**src/rtl/ir_pkt_pkg.sv**
```systemverilog
// Shared types, default per-car length tables and segment-length lookup for the IR packet generator.
// The PARITY state exists only when IR_PKT_PARITY_EN is defined.
package ir_pkt_pkg;

    localparam int unsigned NUM_CAR = 4;
    localparam int unsigned LEN_W   = 32;

    typedef enum logic [2:0] {
        ST_IDLE,
        ST_START,
        ST_GAP,
        ST_CARSEL,
        ST_CMD
`ifdef IR_PKT_PARITY_EN
        , ST_PARITY
`endif
    } state_t;

    typedef logic [1:0] car_t;

    typedef logic [NUM_CAR-1:0][LEN_W-1:0] len_tbl_t;

    localparam len_tbl_t DEF_START_LEN = {32'd88, 32'd88, 32'd191, 32'd192};
    localparam len_tbl_t DEF_CAR_LEN   = {32'd44, 32'd22, 32'd47, 32'd24};

    typedef struct packed {
        len_tbl_t         start_len;
        len_tbl_t         car_len;
        logic [LEN_W-1:0] gap_len;
        logic [LEN_W-1:0] assert_len;
        logic [LEN_W-1:0] deassert_len;
    } len_cfg_t;

    // Length of the current segment; callers narrow the result to their counter width.
    function automatic logic [LEN_W-1:0] seg_len(state_t st, car_t car, logic cmd_bit, len_cfg_t cfg);
        case (st)
            ST_START:  seg_len = cfg.start_len[car];
            ST_CARSEL: seg_len = cfg.car_len[car];
            ST_GAP:    seg_len = cfg.gap_len;
            default:   seg_len = cmd_bit ? cfg.assert_len : cfg.deassert_len;
        endcase
    endfunction

endpackage

```
**src/rtl/ir_packet_gen_multi_if.sv**
```systemverilog
// Request/status handshake between the scheduler/direction FSM and the IR packet generator.
interface ir_packet_gen_multi_if #(
    parameter int unsigned NUM_CMD = 4
);
    import ir_pkt_pkg::*;

    logic               PKT_START;
    car_t               CAR_SEL;
    logic [NUM_CMD-1:0] CMD;
    logic               BUSY;
    logic               DONE;

    modport master (output PKT_START, CAR_SEL, CMD, input BUSY, DONE);
    modport slave  (input PKT_START, CAR_SEL, CMD, output BUSY, DONE);

endinterface

```
**src/rtl/ir_burst_counter.sv**
```systemverilog
// Carrier-period counter for one segment; term_c flags the strobe that completes the segment.
module ir_burst_counter #(
    parameter int unsigned CNT_W = 8
) (
    input  logic             clk,
    input  logic             rst_n,
    input  logic             en,
    input  logic             strobe,
    input  logic [CNT_W-1:0] len,
    output logic             term_c
);

    logic [CNT_W-1:0] count;

    assign term_c = en && strobe && (count == len - CNT_W'(1));

    // Held at zero while disabled so every segment starts from a clean count.
    always_ff @(posedge clk) begin
        if (!rst_n || !en) begin
            count <= '0;
        end else if (term_c) begin
            count <= '0;
        end else if (strobe) begin
            count <= count + CNT_W'(1);
        end
    end

endmodule

```
**src/rtl/ir_packet_gen_multi.sv**
```systemverilog
// IR packet generator: start burst, car-select burst and NUM_CMD command bursts, each followed by a gap.
// Defining IR_PKT_PARITY_EN appends a parity burst and gap after the last command gap.
module ir_packet_gen_multi
    import ir_pkt_pkg::*;
#(
    parameter int unsigned NUM_CMD      = 4,
    parameter int unsigned CNT_W        = 8,
    parameter int unsigned START_LEN_0  = DEF_START_LEN[0],
    parameter int unsigned START_LEN_1  = DEF_START_LEN[1],
    parameter int unsigned START_LEN_2  = DEF_START_LEN[2],
    parameter int unsigned START_LEN_3  = DEF_START_LEN[3],
    parameter int unsigned CAR_LEN_0    = DEF_CAR_LEN[0],
    parameter int unsigned CAR_LEN_1    = DEF_CAR_LEN[1],
    parameter int unsigned CAR_LEN_2    = DEF_CAR_LEN[2],
    parameter int unsigned CAR_LEN_3    = DEF_CAR_LEN[3],
    parameter int unsigned GAP_LEN      = 24,
    parameter int unsigned ASSERT_LEN   = 48,
    parameter int unsigned DEASSERT_LEN = 24
) (
    input  logic                  CLK,
    input  logic                  RST,
    input  logic                  PULSE,
    input  logic                  PULSE_STROBE,
    ir_packet_gen_multi_if.slave  bus,
    output logic                  IR_LED
);

    localparam int unsigned IDX_W = (NUM_CMD > 1) ? $clog2(NUM_CMD) : 1;

    localparam len_cfg_t CFG = {
        32'(START_LEN_3), 32'(START_LEN_2), 32'(START_LEN_1), 32'(START_LEN_0),
        32'(CAR_LEN_3),   32'(CAR_LEN_2),   32'(CAR_LEN_1),   32'(CAR_LEN_0),
        32'(GAP_LEN),     32'(ASSERT_LEN),  32'(DEASSERT_LEN)
    };

    state_t             state;
    state_t             next_seg;
    logic [IDX_W-1:0]   cmd_idx;
    logic [NUM_CMD-1:0] cmd_q;
    car_t               car_q;
    logic               busy_q;
    logic               done_q;
    logic               burst_on;

    logic               seg_bit_c;
    logic [CNT_W-1:0]   seg_len_c;
    logic               seg_end_c;

    always_comb begin
        seg_bit_c = cmd_q[cmd_idx];
`ifdef IR_PKT_PARITY_EN
        if (state == ST_PARITY) seg_bit_c = ^cmd_q;
`endif
        seg_len_c = CNT_W'(seg_len(state, car_q, seg_bit_c, CFG));
    end

    ir_burst_counter #(.CNT_W(CNT_W)) u_cnt (
        .clk    (CLK),
        .rst_n  (RST),
        .en     (state != ST_IDLE),
        .strobe (PULSE_STROBE),
        .len    (seg_len_c),
        .term_c (seg_end_c)
    );

    always_ff @(posedge CLK) begin
        if (!RST) begin
            state    <= ST_IDLE;
            next_seg <= ST_IDLE;
            cmd_idx  <= '0;
            cmd_q    <= '0;
            car_q    <= '0;
            busy_q   <= 1'b0;
            done_q   <= 1'b0;
            burst_on <= 1'b0;
        end else begin
            done_q <= 1'b0;
            if (state == ST_IDLE) begin
                if (bus.PKT_START) begin
                    state    <= ST_START;
                    cmd_q    <= bus.CMD;
                    car_q    <= bus.CAR_SEL;
                    cmd_idx  <= '0;
                    busy_q   <= 1'b1;
                    burst_on <= 1'b1;
                end
            end else if (seg_end_c) begin
                // Every burst is followed by a gap; next_seg records where the gap leads.
                state    <= ST_GAP;
                burst_on <= 1'b0;
                case (state)
                    ST_START:  next_seg <= ST_CARSEL;
                    ST_CARSEL: next_seg <= ST_CMD;
                    ST_CMD: begin
                        if (cmd_idx == IDX_W'(NUM_CMD - 1)) begin
`ifdef IR_PKT_PARITY_EN
                            next_seg <= ST_PARITY;
`else
                            next_seg <= ST_IDLE;
`endif
                        end else begin
                            next_seg <= ST_CMD;
                            cmd_idx  <= cmd_idx + IDX_W'(1);
                        end
                    end
`ifdef IR_PKT_PARITY_EN
                    ST_PARITY: next_seg <= ST_IDLE;
`endif
                    ST_GAP: begin
                        state    <= next_seg;
                        burst_on <= (next_seg != ST_IDLE);
                        if (next_seg == ST_IDLE) begin
                            busy_q <= 1'b0;
                            done_q <= 1'b1;
                        end
                    end
                    default: next_seg <= ST_IDLE;
                endcase
            end
        end
    end

    assign bus.BUSY = busy_q;
    assign bus.DONE = done_q;
    assign IR_LED   = PULSE & burst_on;

endmodule

```
**src/flat_wrapper.sv**
```systemverilog
// flat-port wrapper written by rule: the top's interface ports become plain ports
module ir_packet_gen_multi_flat import ir_pkt_pkg::*;
#(
    parameter int unsigned NUM_CMD      = 4,
    parameter int unsigned CNT_W        = 8,
    parameter int unsigned START_LEN_0  = DEF_START_LEN[0],
    parameter int unsigned START_LEN_1  = DEF_START_LEN[1],
    parameter int unsigned START_LEN_2  = DEF_START_LEN[2],
    parameter int unsigned START_LEN_3  = DEF_START_LEN[3],
    parameter int unsigned CAR_LEN_0    = DEF_CAR_LEN[0],
    parameter int unsigned CAR_LEN_1    = DEF_CAR_LEN[1],
    parameter int unsigned CAR_LEN_2    = DEF_CAR_LEN[2],
    parameter int unsigned CAR_LEN_3    = DEF_CAR_LEN[3],
    parameter int unsigned GAP_LEN      = 24,
    parameter int unsigned ASSERT_LEN   = 48,
    parameter int unsigned DEASSERT_LEN = 24
)
  (CLK, RST, PULSE, PULSE_STROBE, IR_LED, bus_PKT_START, bus_CAR_SEL, bus_CMD, bus_BUSY, bus_DONE);
  ir_packet_gen_multi_if #(.NUM_CMD(NUM_CMD)) bus_i ();
  input  logic CLK;
  input  logic RST;
  input  logic PULSE;
  input  logic PULSE_STROBE;
  output logic IR_LED;
  input wire logic [$bits(bus_i.PKT_START)-1:0] bus_PKT_START;
  input wire logic [$bits(bus_i.CAR_SEL)-1:0] bus_CAR_SEL;
  input wire logic [$bits(bus_i.CMD)-1:0] bus_CMD;
  output wire logic [$bits(bus_i.BUSY)-1:0] bus_BUSY;
  output wire logic [$bits(bus_i.DONE)-1:0] bus_DONE;
  assign bus_i.PKT_START = bus_PKT_START;
  assign bus_i.CAR_SEL = bus_CAR_SEL;
  assign bus_i.CMD = bus_CMD;
  assign bus_BUSY = bus_i.BUSY;
  assign bus_DONE = bus_i.DONE;
  ir_packet_gen_multi #(.NUM_CMD(NUM_CMD), .CNT_W(CNT_W), .START_LEN_0(START_LEN_0), .START_LEN_1(START_LEN_1), .START_LEN_2(START_LEN_2), .START_LEN_3(START_LEN_3), .CAR_LEN_0(CAR_LEN_0), .CAR_LEN_1(CAR_LEN_1), .CAR_LEN_2(CAR_LEN_2), .CAR_LEN_3(CAR_LEN_3), .GAP_LEN(GAP_LEN), .ASSERT_LEN(ASSERT_LEN), .DEASSERT_LEN(DEASSERT_LEN)) u_core (.CLK(CLK), .RST(RST), .PULSE(PULSE), .PULSE_STROBE(PULSE_STROBE), .bus(bus_i), .IR_LED(IR_LED));
endmodule
```
**config.mk**
```make
export PLATFORM = sky130hd
export DESIGN_NAME = ir_packet_gen_multi_flat
export DESIGN_NICKNAME = d
export VERILOG_FILES = /design/src/rtl/ir_pkt_pkg.sv /design/src/rtl/ir_packet_gen_multi_if.sv /design/src/rtl/ir_burst_counter.sv /design/src/rtl/ir_packet_gen_multi.sv /design/src/flat_wrapper.sv
export SDC_FILE = /design/constraint.sdc
export NUM_CORES = 1
export LEC_CHECK = 0
export CAP_MARGIN = 15
export CORE_UTILIZATION = 57
export CTS_CLUSTER_SIZE = 24
export DETAILED_ROUTE_END_ITERATION = 10
export PLACE_DENSITY = 0.79
export SLEW_MARGIN = 20
export SYNTH_ARGS = -nofsm -noshare
export SYNTH_HDL_FRONTEND = slang
export SYNTH_HIERARCHICAL = 1
export SYNTH_SLANG_ARGS = --single-unit
```
**constraint.sdc**
```tcl
create_clock -name CLK -period 4.23 [get_ports CLK]
set_clock_uncertainty 0.05 [all_clocks]
set_input_delay 0.846 -clock CLK [delete_from_list [all_inputs] [get_ports CLK]]
set_output_delay 0.846 -clock CLK [all_outputs]
set_load 0.005 [all_outputs]
```
==> qor.tcl, run 1 <==
set qor(result_of_the_run) {complete, no violations}
set qor(port_buffers) 13
set qor(syn_area_per_cell_um2) 8.58
set qor(yosysTopAreaCell) {dfxtp_1}
set qor(timing.max_cap.violations) 0
set qor(routed_wl_per_cell_um) 15.2
set qor(synth-seq-area-share_pct) 30.4
set qor(postCtsSetupRepairBufs) 0
set qor(firstDrtPassIters) 4
set qor(mappedNetlistNets) 203
set qor(via_count) 1351
set qor(post_cts_resize_count) 0
set qor(required_ns) 4.45
set qor(number_of_nets_in_the_layout) 213
set qor(holdBufCountCts) 0
set qor(grtUsageTotal_pct) 24.7
set qor(final-instance-count-excl-fill) 223
set qor(design_power_total_mw) 0.505
set qor(globalplace.congestion) 0.829
set qor(post_synthesis_cells) 184
set qor(area_growth_pct) 12.0
set qor(drt-initial-drc-count) 32
set qor(cts_made_buffers) 3
set qor(antenna_violations_before_repair) 0
set qor(post_synthesis_compound_gate_area_fraction_pct) 20.2
set qor(endpoint_kind) {flip-flop}
set qor(path_class) {flip-flop to flip-flop}
set qor(power.sequential.fraction_pct) 47.8
set qor(synthesis.area_um2) 1580
set qor(cp-start-kind) {flip-flop}
set qor(fin_ws_ns) 0.424
set qor(cellInternalPower_mw) 0.374
set qor(async_flop_share_pct) 0
set qor(std_cell_rows) 18
set qor(worst_slew_margin_rel_pct) 53.1
set qor(hold_path_class) {flip-flop to flip-flop}
set qor(clkSinkCount) 24
set qor(yosys_most_used_dff) {dfxtp_1}
set qor(number_of_top_level_pins) 14
set qor(cts.clk_slew.worst_paths_ns) 0.16
set qor(numPlacedInstances) 219
set qor(met3_wirelength_um) 121
set qor(route.antenna.remaining_nets) 0
set qor(yosys.area_share.xor_xnor_pct) 6.66
set qor(wirelength_met1_mm) 1.61
set qor(drc) 0
set qor(dpl.hpwl_mm) 2.49
set qor(synthTopCellsByArea) {dfxtp_1, ha_1, mux2i_1}
set qor(die_h_um) 54.6
set qor(most_frequently_used_cell_type_in_the_post_synthesis_netlist) {dfxtp_1}
set qor(cts-root-to-sink-buffers) 2
set qor(pwr-share-clk_pct) 33.3
set qor(route.top_layer_used) {met4}
set qor(die-area_um2) 2980
set qor(post_synth_most_frequent_cells) {dfxtp_1, nand2_1, o21ai_0}
set qor(nFillCells) 216
set qor(fp.coreArea_um2) 2540
set qor(p_switching_mw) 0.131
set qor(clkLatencyLatePin_ns) 0.32
set qor(sw_frac_of_total_pct) 25.9
set qor(worstPathMaxFanout) 9
set qor(first_pass_grt_wire_length_mm) 5.31
set qor(peakVddDrop_uv) 236
set qor(synth-warning-count) 6
set qor(diodes) 0
set qor(worst_slew_pin_slew_ns) 0.700
set qor(maxSlewViolCount) 0
set qor(grt_setup_unrepaired) {no}
set qor(synth_enable_flop_cells) 0
set qor(comb_power_share_pct) 18.9
set qor(initial_utilization_pct) 62.0
set qor(tns_ns) 0
set qor(drt-total-wl_mm) 3.38
set qor(post_drt_via_cell_ratio) 6.06
set qor(route.met2.wl_mm) 1.61
set qor(yosys.area.top_type_share_pct) 30.4
set qor(dominant_combinational_cell_family_by_area_after_synthesis) {simple AND/OR/NAND/NOR gates}
set qor(synthSimpleGateAreaFrac_pct) 23.3
set qor(netlist-cell-type-count) 46
set qor(crit_arrival_ns) 4.02
set qor(synth.area.mux_share_pct) 7.21
set qor(final-setup-viol-count) 0
set qor(overflow) 0
set qor(max_freq_ghz) 0.263
set qor(first_global_vias) 1200
set qor(dp_slack_ns) 0.504
set qor(period_needed_ns) 3.81
set qor(tritoncts) {built}
set qor(htreeDepth) 1
set qor(grt_start_max_net_pins) 19
set qor(final-hold-violation-count) 0
set qor(finalCritPeriodShare_pct) 90.0
set qor(static-leakage-power_nw) 0.639
set qor(area_share_of_fa_ha_maj_cells_after_synthesis_pct) 6.34
set qor(drive_above_1_share_pct) 8.29
set qor(clk_root_buffer_cell) {clkbuf_4}
set qor(power.density_cell_area_nw_per_um2) 286
set qor(yosys_reg_bits) 24
set qor(fin_hold_ws_ns) 0.469
set qor(die_x_um) 54.6
per-layer routing:
layer / track usage, % / vias up
li1: - / 680
met1: 33.8 / 641
met2: 40.0 / 26
met3: 3.89 / 4
met4: 6.41 / 0
met5: 0 / -
worst max-delay path, stage by stage, from the launching register on:
cell and delay (ns):
dfxtp_1 0.43, mux4_2 0.52, o21ai_0 0.12, o21ai_0 0.20, xnor2_1 0.18, or4_4 0.50, a2111oi_4 0.64, and3_1 0.45
nand3b_1 0.12, a21boi_1 0.32, mux2i_1 0.23
final timing paths:
check	from	to	slack, ns	cells past startpoint
setup / recovery	u_core/cmd_idx[0]$_SDFFE_PN0P_	u_core/cmd_idx[1]$_SDFFE_PN0P_	0.42	10
hold / removal	u_core/cmd_idx[1]$_SDFFE_PN0P_	u_core/cmd_idx[1]$_SDFFE_PN0P_	0.47	2
setup reg to reg	u_core/cmd_idx[0]$_SDFFE_PN0P_	u_core/cmd_idx[1]$_SDFFE_PN0P_	0.42	10
hold reg to reg	u_core/cmd_idx[1]$_SDFFE_PN0P_	u_core/cmd_idx[1]$_SDFFE_PN0P_	0.47	2
flip-flops by register name, indices dropped and copies added, names as in the netlist:
name                flops
u_core/state            3
u_core/u_cnt/count      8
u_core/cmd_q            4
u_core/bus.BUSY         1
u_core/next_seg         2
u_core/cmd_idx          2
u_core/bus.DONE         1
u_core/car_q            2
u_core/burst_on         1
cell usage in the layout, fill, tap and decap left out, types with 3 or more instances in the layout:
master,count
a31oi_1,10
o21a_1,5
nand3_1,6
ha_1,8
xor2_1,3
clkdlybuf4s50_1,13
a21boi_0,3
and3_1,3
xnor2_1,9
nand3b_1,3
mux2i_1,8
o21ai_0,12
a21oi_1,6
nor2_1,11
nand2_1,12
inv_1,10
nor3_1,5
clkbuf_4,3
dfxtp_1,24
nand2b_1,8
cells by family after synthesis:
family,count (synthesis)
compound gates,46
xor+xnor,12
fa+ha+maj,8
buf+inv,20
flops,24
mux,10
simple gates,64
final cells by class:
| cell class | instances | area, um2 | share of cell area (%) |
|---|---|---|---|
| flip-flops and latches | 24 | 480 | 27.2 |
| well taps | 30 | 37.5 | 2.12 |
| clock inverters | 1 | 30.0 | 1.70 |
| multi-input cells | 140 | 1010 | 57.4 |
| clock buffers | 3 | 22.5 | 1.27 |
| repair buffers | 15 | 145 | 8.21 |
| inverters | 10 | 37.5 | 2.12 |
through the flow:
stage,instance area (um2),utilization [%]
2_1_floorplan,1580,-
3_3_place_gp,1710,67.1
3_5_place_dp,1710,67.1
4_1_cts,1760,69.1
5_1_grt,1770,69.5
6_report,1770,69.5
power groups by stage:
stage          clock network [mW]  registers, mW  logic, mW
2_1_floorplan                   0          0.242     0.0676
3_3_place_gp                    0          0.246     0.0892
3_5_place_dp                    0          0.246     0.0929
4_1_cts                     0.168          0.241     0.0940
5_1_grt                     0.176          0.243      0.104
6_report                    0.168          0.242     0.0953
No activity file was read; power rests on OpenSTA's default activity.
==> inputs of run 2 (changes only) <==
--- a/config.mk
+++ b/config.mk
@@ -9,6 +9,7 @@
 export CORE_UTILIZATION = 57
 export CTS_CLUSTER_SIZE = 24
 export DETAILED_ROUTE_END_ITERATION = 10
+export GPL_TIMING_DRIVEN = 1
 export PLACE_DENSITY = 0.79
 export SLEW_MARGIN = 20
 export SYNTH_ARGS = -nofsm -noshare
==> constraint.sdc (replaced) <==
create_clock -name CLK -period 3.97 [get_ports CLK]
set_clock_uncertainty 0.05 [all_clocks]
set_input_delay 0.794 -clock CLK [delete_from_list [all_inputs] [get_ports CLK]]
set_output_delay 0.794 -clock CLK [all_outputs]
set_load 0.005 [all_outputs]
==> run 2 against run 1 <==
Via count down 1.3%. Critical path depth up 3. Final cell count increased by 0.90%. Setup slack gained 0.056 ns. Total power shrank 3.4%. Die area did not move. Combinational power up 5%. Core utilization decreased by 0.39 points. Hold slack lost 0.0064 ns. Critical endpoint is now u_core/cmd_idx[0]$_SDFFE_PN0P_. Sequential power increased by 6%.
==> qor.tcl, run 2 (synthesized netlist as in run 1, its figures left out) <==
set qor(die_x_um) 54.6 ;# unchanged
set qor(std_cell_rows) 18 ;# unchanged
set qor(static-leakage-power_nw) 0.636 ;# was 0.639 nW
set qor(layout.cells.most_common) {dfxtp_1} ;# unchanged
set qor(clkSinkCount) 24 ;# unchanged
set qor(drt-initial-drc-count) 42 ;# was 32
set qor(drt-total-wl_mm) 3.18 ;# was 3.38 mm
set qor(final_util_pct) 69.1 ;# was 69.5%
set qor(hold_path_class) {flip-flop to flip-flop} ;# unchanged
set qor(crit_arrival_ns) 3.69 ;# was 4.02 ns
set qor(path_class) {flip-flop to flip-flop} ;# unchanged
set qor(routed_wl_per_cell_um) 14.1 ;# was 15.2 um
set qor(firstDrtPassIters) 4 ;# unchanged
set qor(via_count) 1334 ;# was 1351
set qor(diodes) 0 ;# unchanged
set qor(timing.hold.worst_path_depth) 2 ;# unchanged
set qor(flip_flop_count_of_the_largest_register_after_layout) 8 ;# unchanged
set qor(number_of_top_level_pins) 14 ;# unchanged
set qor(peakVddDrop_uv) 232 ;# was 236 uV
set qor(tns_ns) 0 ;# unchanged
set qor(first_pass_grt_wire_length_mm) 5.31 ;# about the same
set qor(htreeDepth) 1 ;# unchanged
set qor(holdBufCountCts) 0 ;# unchanged
set qor(drive_above_1_share_pct) 9.23 ;# was 8.29%
set qor(final-setup-viol-count) 0 ;# unchanged
set qor(drc) 0 ;# unchanged
set qor(grt_start_max_net_pins) 19 ;# unchanged
set qor(timing.reg2reg.worst_path_depth) 13 ;# was 10
set qor(area_growth_pct) 11.3 ;# was 12.0%
set qor(mostFrequentLayoutCells) {dfxtp_1, clkdlybuf4s50_1, o21ai_0, nand2_1, nor2_1} ;# unchanged
set qor(grtUsageTotal_pct) 24.6 ;# was 24.7%
set qor(post_drt_via_cell_ratio) 5.93 ;# was 6.06
set qor(cts.clk_slew.worst_paths_ns) 0.13 ;# was 0.16 ns
set qor(route.antenna.remaining_nets) 0 ;# unchanged
set qor(maxSlewViolCount) 0 ;# unchanged
set qor(first_global_vias) 1226 ;# was 1200
set qor(timing.rr.end) {u_core/cmd_idx[0]$_SDFFE_PN0P_} ;# was u_core/cmd_idx[1]$_SDFFE_PN0P_
set qor(initial_utilization_pct) 62.0 ;# unchanged
set qor(max_freq_ghz) 0.287 ;# was 0.263 GHz
set qor(period_needed_ns) 3.49 ;# was 3.81 ns
set qor(final-hold-violation-count) 0 ;# unchanged
set qor(post_cts_resize_count) 0 ;# unchanged
set qor(result_of_the_run) {complete, no violations} ;# unchanged
set qor(antenna_violations_before_repair) 0 ;# unchanged
set qor(cellInternalPower_mw) 0.353 ;# was 0.374 mW
set qor(sw_frac_of_total_pct) 27.6 ;# was 25.9%
set qor(port_buffers) 13 ;# unchanged
set qor(worst_slew_margin_rel_pct) 67.8 ;# was 53.1%
set qor(design_power_total_mw) 0.488 ;# was 0.505 mW
set qor(fp.coreArea_um2) 2540 ;# unchanged
set qor(clk_root_buffer_cell) {clkbuf_4} ;# unchanged
set qor(cp-start-kind) {flip-flop} ;# unchanged
set qor(overflow) 0 ;# unchanged
set qor(globalplace.congestion) 0.855 ;# was 0.829
set qor(power.density_cell_area_nw_per_um2) 278 ;# was 286 nW/um2
set qor(worst_slew_pin_slew_ns) 0.482 ;# was 0.700 ns
set qor(crit_start) {u_core/car_q[0]$_SDFFE_PN0P_} ;# was u_core/cmd_idx[0]$_SDFFE_PN0P_
set qor(p_switching_mw) 0.135 ;# was 0.131 mW
set qor(postCtsSetupRepairBufs) 0 ;# unchanged
set qor(cts_made_buffers) 3 ;# unchanged
set qor(required_ns) 4.17 ;# was 4.45 ns
set qor(finalCritPeriodShare_pct) 87.9 ;# was 90.0%
set qor(reg_top3) {u_core/u_cnt/count: 8 flops, u_core/cmd_q: 4 flops, u_core/state: 3 flops} ;# unchanged
set qor(number_of_nets_in_the_layout) 215 ;# was 213
set qor(setup.reg_to_reg.worst_slack_ns) 0.48 ;# was 0.42 ns
set qor(dpl.hpwl_mm) 2.40 ;# was 2.49 mm
set qor(endpoint_kind) {flip-flop} ;# unchanged
set qor(tritoncts) {built} ;# unchanged
set qor(cts-root-to-sink-buffers) 2 ;# unchanged
set qor(timing.critical_path.to) {u_core/cmd_idx[0]$_SDFFE_PN0P_} ;# was u_core/cmd_idx[1]$_SDFFE_PN0P_
set qor(worstReg2RegStart) {u_core/car_q[0]$_SDFFE_PN0P_} ;# was u_core/cmd_idx[0]$_SDFFE_PN0P_
set qor(largest-register) {u_core/u_cnt/count} ;# unchanged
set qor(worstPathMaxFanout) 9 ;# unchanged
set qor(timing.max_cap.violations) 0 ;# unchanged
set qor(pwr-share-clk_pct) 26.9 ;# was 33.3%
set qor(power.sequential.fraction_pct) 52.6 ;# was 47.8%
set qor(grt_setup_unrepaired) {no} ;# unchanged
set qor(die-area_um2) 2980 ;# unchanged
set qor(comb_power_share_pct) 20.6 ;# was 18.9%
set qor(clkLatencyLatePin_ns) 0.31 ;# was 0.32 ns
set qor(die_h_um) 54.6 ;# unchanged
[run 2: worst min-delay path by stage]
stage	from	end	slack [ns]
2_1_floorplan	u_core/cmd_q[2]$_SDFFE_PN0P_	u_core/cmd_q[2]$_SDFFE_PN0P_	0.40
6_report	u_core/cmd_idx[1]$_SDFFE_PN0P_	u_core/cmd_idx[1]$_SDFFE_PN0P_	0.46
3_3_place_gp	u_core/cmd_idx[1]$_SDFFE_PN0P_	u_core/cmd_idx[1]$_SDFFE_PN0P_	0.42
5_1_grt	u_core/cmd_idx[1]$_SDFFE_PN0P_	u_core/cmd_idx[1]$_SDFFE_PN0P_	0.48
3_5_place_dp	u_core/cmd_q[3]$_SDFFE_PN0P_	u_core/cmd_q[3]$_SDFFE_PN0P_	0.44
4_1_cts	u_core/cmd_idx[1]$_SDFFE_PN0P_	u_core/cmd_idx[1]$_SDFFE_PN0P_	0.46
[run 2: final cells by class]
class	count	area [um2]
multi-input cells	140	1010
fillers	211	787
flip-flops and latches	24	480
repair buffers	17	160
inverters	10	37.5
well taps	30	37.5
clock buffers	4	36.3
[run 2: worst max-delay path: stages (launching register included)]
cell      delay, ns
dfxtp_1        0.44
inv_1          0.11
ha_1           0.22
nand2b_1       0.16
o21ai_0        0.19
nand2b_1       0.15
nor3_1         0.39
a21oi_1        0.13
nor4b_1        0.35
buf_4          0.23
and3_1         0.36
nand3b_1       0.12
a21boi_1       0.30
mux2i_1        0.23
[run 2: through the flow]
step | worst slack [ns] | instance area, um2 | hold WS (ns) | cells
after floorplan | 0.595 | 1580 | 0.405 | 184
after global placement | 0.712 | 1720 | 0.416 | 221
after detailed placement | 0.539 | 1720 | 0.436 | 221
after CTS | 0.485 | 1760 | 0.464 | 225
after global routing | 0.0563 | 1760 | 0.476 | 225
final | 0.481 | 1760 | 0.463 | 225
[run 2: power groups by stage]
stage / sequential, mW / clock (mW) / combinational [mW]
2_1_floorplan: 0.258 / 0 / 0.0720
3_3_place_gp: 0.262 / 0 / 0.0966
3_5_place_dp: 0.262 / 0 / 0.0988
4_1_cts: 0.257 / 0.132 / 0.0998
5_1_grt: 0.258 / 0.144 / 0.110
6_report: 0.256 / 0.131 / 0.100
[run 2: routing by layer]
layer	vias to the layer above	wire length, um	global-route usage [%]
li1	678	-	-
met1	632	1570	33.5
met2	22	1490	39.2
met3	2	105	3.33
met4	0	19	8.97
met5	-	0	0
